`src/rtl/serial_pkg.sv`:
```
// serial_pkg: shared types and defaults
// for the serial pattern detector.
package serial_pkg;

  typedef enum logic {
    ST_FILL = 1'b0,
    ST_RUN  = 1'b1
  } state_t;

  localparam int         DEF_PAT_LEN = 4;
  localparam logic [3:0] DEF_PATTERN = 4'b1011;
  localparam int         DEF_CNT_W   = 4;

endpackage

```
`src/rtl/serial_pattern_detector_bit_history.sv`:
```
// bit_history: W-bit shift register,
// newest bit enters at the LSB.
module bit_history #(
  parameter int W = 4
) (
  input  logic         clk,
  input  logic         rst,
  input  logic         en,
  input  logic         d,
  output logic [W-1:0] q
);

  // shift in one bit per enabled edge
  always_ff @(posedge clk or posedge rst) begin
    if (rst) begin
      q <= '0;
    end else if (en) begin
      q <= {q[W-2:0], d};
    end
  end

endmodule

```
`src/rtl/serial_pattern_detector.sv`:
```
// serial_pattern_detector: overlapping
// pattern match with saturating counter.
module serial_pattern_detector
  import serial_pkg::*;
#(
  parameter int                 PAT_LEN = DEF_PAT_LEN,
  parameter logic [PAT_LEN-1:0] PATTERN = PAT_LEN'(DEF_PATTERN),
  parameter int                 CNT_W   = DEF_CNT_W
) (
  input  logic             clk,
  input  logic             rst,
  input  logic             din_valid,
  input  logic             din,
  input  logic             clear,
  output logic             match,
  output logic [CNT_W-1:0] match_count,
  output logic             count_sat
);

  localparam int FW = $clog2(PAT_LEN + 1);
  localparam logic [FW-1:0] LAST = FW'(PAT_LEN - 1);
  localparam logic [CNT_W-1:0] CMAX = '1;

  state_t             state_q;
  state_t             state_d;
  logic [FW-1:0]      fill_q;
  logic [FW-1:0]      fill_d;
  logic [PAT_LEN-1:0] hist;
  logic [PAT_LEN-1:0] window;
  logic               armed;
  logic               hit;
  logic               unused_msb;

  bit_history #(
    .W (PAT_LEN)
  ) u_hist (
    .clk (clk),
    .rst (rst),
    .en  (din_valid),
    .d   (din),
    .q   (hist)
  );

  // window includes the bit being sampled now
  assign window     = {hist[PAT_LEN-2:0], din};
  assign unused_msb = hist[PAT_LEN-1];

  // state and fill counter registers
  always_ff @(posedge clk or posedge rst) begin
    if (rst) begin
      state_q <= ST_FILL;
      fill_q  <= '0;
    end else begin
      state_q <= state_d;
      fill_q  <= fill_d;
    end
  end

  // next state; matching armed once history is full
  always_comb begin
    state_d = state_q;
    fill_d  = fill_q;
    armed   = 1'b0;
    unique case (state_q)
      ST_FILL: begin
        if (din_valid) begin
          fill_d = fill_q + 1'b1;
          if (fill_q == LAST) begin
            state_d = ST_RUN;
            armed   = 1'b1;
          end
        end
      end
      ST_RUN: armed = 1'b1;
      default: ;
    endcase
    hit = armed & din_valid & (window == PATTERN);
  end

  // match pulse and saturating counter; clear beats increment
  always_ff @(posedge clk or posedge rst) begin
    if (rst) begin
      match       <= 1'b0;
      match_count <= '0;
      count_sat   <= 1'b0;
    end else begin
      match <= hit;
      if (clear) begin
        match_count <= '0;
        count_sat   <= 1'b0;
      end else if (hit && match_count != CMAX) begin
        match_count <= match_count + 1'b1;
        if (match_count == CMAX - 1'b1) begin
          count_sat <= 1'b1;
        end
      end
    end
  end

endmodule

```
`config.mk`:
```
export PLATFORM = sky130hd
export DESIGN_NAME = serial_pattern_detector
export DESIGN_NICKNAME = d
export VERILOG_FILES = /design/src/rtl/serial_pkg.sv /design/src/rtl/serial_pattern_detector_bit_history.sv /design/src/rtl/serial_pattern_detector.sv
export SDC_FILE = /design/constraint.sdc
export NUM_CORES = 1
export LEC_CHECK = 0
export ABC_AREA = 1
export ABC_CLOCK_PERIOD_IN_PS = 1350
export CAP_MARGIN = 40
export CELL_PAD_IN_SITES_DETAIL_PLACEMENT = 0
export CELL_PAD_IN_SITES_GLOBAL_PLACEMENT = 1
export CORE_MARGIN = 2
export CORE_UTILIZATION = 37
export DETAILED_ROUTE_END_ITERATION = 16
export PLACE_DENSITY = 0.84
export SYNTH_ARGS = -nofsm -noshare
export SYNTH_HDL_FRONTEND = slang
export SYNTH_SLANG_ARGS = --single-unit
```
`constraint.sdc`:
```
create_clock -name clk -period 1.35 [get_ports clk]
set_input_delay 0.3375 -clock clk [delete_from_list [all_inputs] [get_ports clk]]
set_output_delay 0.3375 -clock clk [all_outputs]
set_load 0.01 [all_outputs]
```
==> impl_metrics.yaml <==
placement:
  placed_cell_area_um2: 837
  hpwl_um: 896
  place.gp.congestion: 0.825
  io_buffers: 10
setup_path:
  crit-reg2reg-launch: "fill_q[1]"
  worstSetupStartpoint: "match_count[3]"
  critPathKind: "reg -> out"
  end_kind: "primary output"
  reg2reg_depth: 8
  start_kind: "flop"
  r2r_slack_ps: 90
  path_max_fanout: 2
  slowest_delay_ps: 400
  crit_chain: "dlygate4sd2_1"
  worstPathRequired_ps: 1010
  cp_num_buf_inv: 1
  crit_arrival_ps: 960
  worst-path-stages: 1
  slowest_stage: "dfrtp_1"
  critPathTopFamily: "flip-flops"
  crit-reg2reg-capture: "match_count[3]"
  crit_path_end: "match_count[3]"
finish:
  syn_to_final_growth_pct: 40.2
  drive_above_1_share_pct: 27.7
  final_cell_mix: "nand2_1 (13), dfrtp_1 (13), buf_4 (12), inv_1 (8)"
  fin_area_um2: 898
  nets: 104
  fillCellCount: 171
  antenna_cells: 0
  post-route-util_pct: 53.8
detailed_routing:
  drt_iter0_markers: 7
  routed_via_density: 4.76
  wl_um: 1210
  avgRoutedWirePerCell_um: 10.9
  drc: 0
  ant_nets: 0
  detail_route.first_pass.iterations: 3
  vias: 528
worst_hold_path:
  hold_class: "in -> async"
floorplanning:
  fp.dieW_um: 45.6
  die_h_um: 45.6
  die_area_um2: 2080
  core_um2: 1670
  rows: 15
  pin_count: 11
  initial_core_util_pct: 38.4
sta:
  period_minus_slack_ps: 1300
  whs_ps: 342
  report.final.slew_viol_count: 0
  max_freq_mhz: 769
  worst_slew_pin_slew_ps: 195
  rsz0062_at_grt: "no"
  hold_viol: 0
  finClkSkew_ps: 4.24
  finalSetupViolCount: 0
  slew_headroom_pct: 86.9
  fin_crit_sh_pct: 96.3
global_route:
  grt_usage_pct: 14.5
  grt_start_max_net_pins: 14
  antenna_found_initial: 0
  overflow: 0
  grt_pass1_vias: 511
  grt_pass1_wl_um: 2060
synth:
  postSynthCellCount: 68
  yosysWarnings: 0
  synth-seq-cells: 13
  yosys.area.top_type: "dfrtp_1"
  ys_seq_area_share_pct: 50.8
  synth_nets: 77
  ys_types: 18
  netlist.area_leader.share_pct: 50.8
  synth.area.top_cells: "dfrtp_1 (51%), nand2_1 (8.8%), ha_1 (7.8%)"
  syn_avg_cell_area_um2: 9.42
  netlist_area_um2: 641
clocking:
  postCtsHoldBufs: 0
  path_clk_slew_ps: 80
  cts-root-buf: "clkbuf_4"
  h-tree-depth: 1
  cts_sinks: 13
  clkLatencyLatePin_ps: 270
  cts_buffers: 3
  cts_tree: "built"
  ctsLongestPathBuffers: 2
status:
  outcome: "finished, final reports clean"
pwr:
  p_leak_nw: 0.453
  ir_drop_mv: 0.407
  pwr_density_cell_nw_per_um2: 916
run:
  max_cap_viol_count: 0
==> flip-flops by register name, indices dropped and copies added, names as in the netlist <==
signal,count
state_q,1
match,1
count_sat,1
match_count,4
fill_q,3
u_hist.q,3
==> power breakdown <==
group / switching, mW / total (mW) / internal [mW]
logic: 0.0832 / 0.160 / 0.0772
clock network: 0.121 / 0.235 / 0.114
registers: 0.0145 / 0.428 / 0.413
total: 0.218 / 0.823 / 0.605
==> Yosys cell counts <==
cell	count
mux2_2	1
and2_2	1
dfrtp_1	13
nand2_2	3
nand4_1	2
nand3_2	1
o21ai_0	2
mux2_1	1
xnor2_1	2
o21a_1	1
inv_1	8
o21bai_1	1
a21oi_1	1
nand3_1	6
ha_1	4
nor2_1	5
nand2_1	15
nor2_4	1
==> routing by layer <==
metal	vias to the layer above	routed length [µm]	GRT usage [%]
met5	-	0	0
met4	0	28	10.0
met3	4	48	3.57
li1	272	-	-
met2	10	561	20.8
met1	242	573	18.8
==> layout make-up <==
| class | count | area, µm² | area share [%] |
|---|---|---|---|
| tap | 17 | 21.3 | 2.37 |
| clock buffer | 4 | 26.3 | 2.92 |
| inverter | 8 | 30.0 | 3.34 |
| timing repair buffer | 22 | 183 | 20.3 |
| multi-input combinational | 47 | 313 | 34.8 |
| sequential | 13 | 325 | 36.2 |
==> cell families (layout without fill, tap and decap cells) <==
family                     count (synthesis)  count (layout)  share of synthesized area (%)
and+or+nand+nor                           34              34                           25.8
xor gates and xnor gates                   2               2                           2.73
muxes                                      2               2                           3.52
AOI/OAI and AO/OA                          5               5                           4.69
DFF                                       13              13                           50.8
adders and majority gates                  4               4                           7.81
buffers and inverters                      8              34                           4.69
==> timing repair <==
item                                    CTS  global route
pin swaps                                 0             5
buffers inserted                          0             2
endpoints found under the setup margin    6             4
gates resized for setup                   6             7
==> worst min-delay path by stage <==
stage	start	endpoint	slack, ps	cells after the start
2_1_floorplan	rst	count_sat	210	1
3_3_place_gp	fill_q[2]	fill_q[2]	470	2
3_5_place_dp	u_hist.q[2]	u_hist.q[2]	470	1
4_1_cts	rst	match_count[0]	330	3
5_1_grt	rst	u_hist.q[2]	350	3
6_report	rst	match_count[0]	340	3
==> stage by stage <==
step	total power [mW]	instances	worst slack (ps)	TNS, ps
final	0.823	111	50.2	0
after global placement	0.600	105	-171	-1070
after global routing	0.872	111	4.07	0
after CTS	0.838	109	10.6	0
after detailed placement	0.601	105	-167	-1090
after floorplan	0.511	68	109	0
Power figures use the tool's default switching activity.
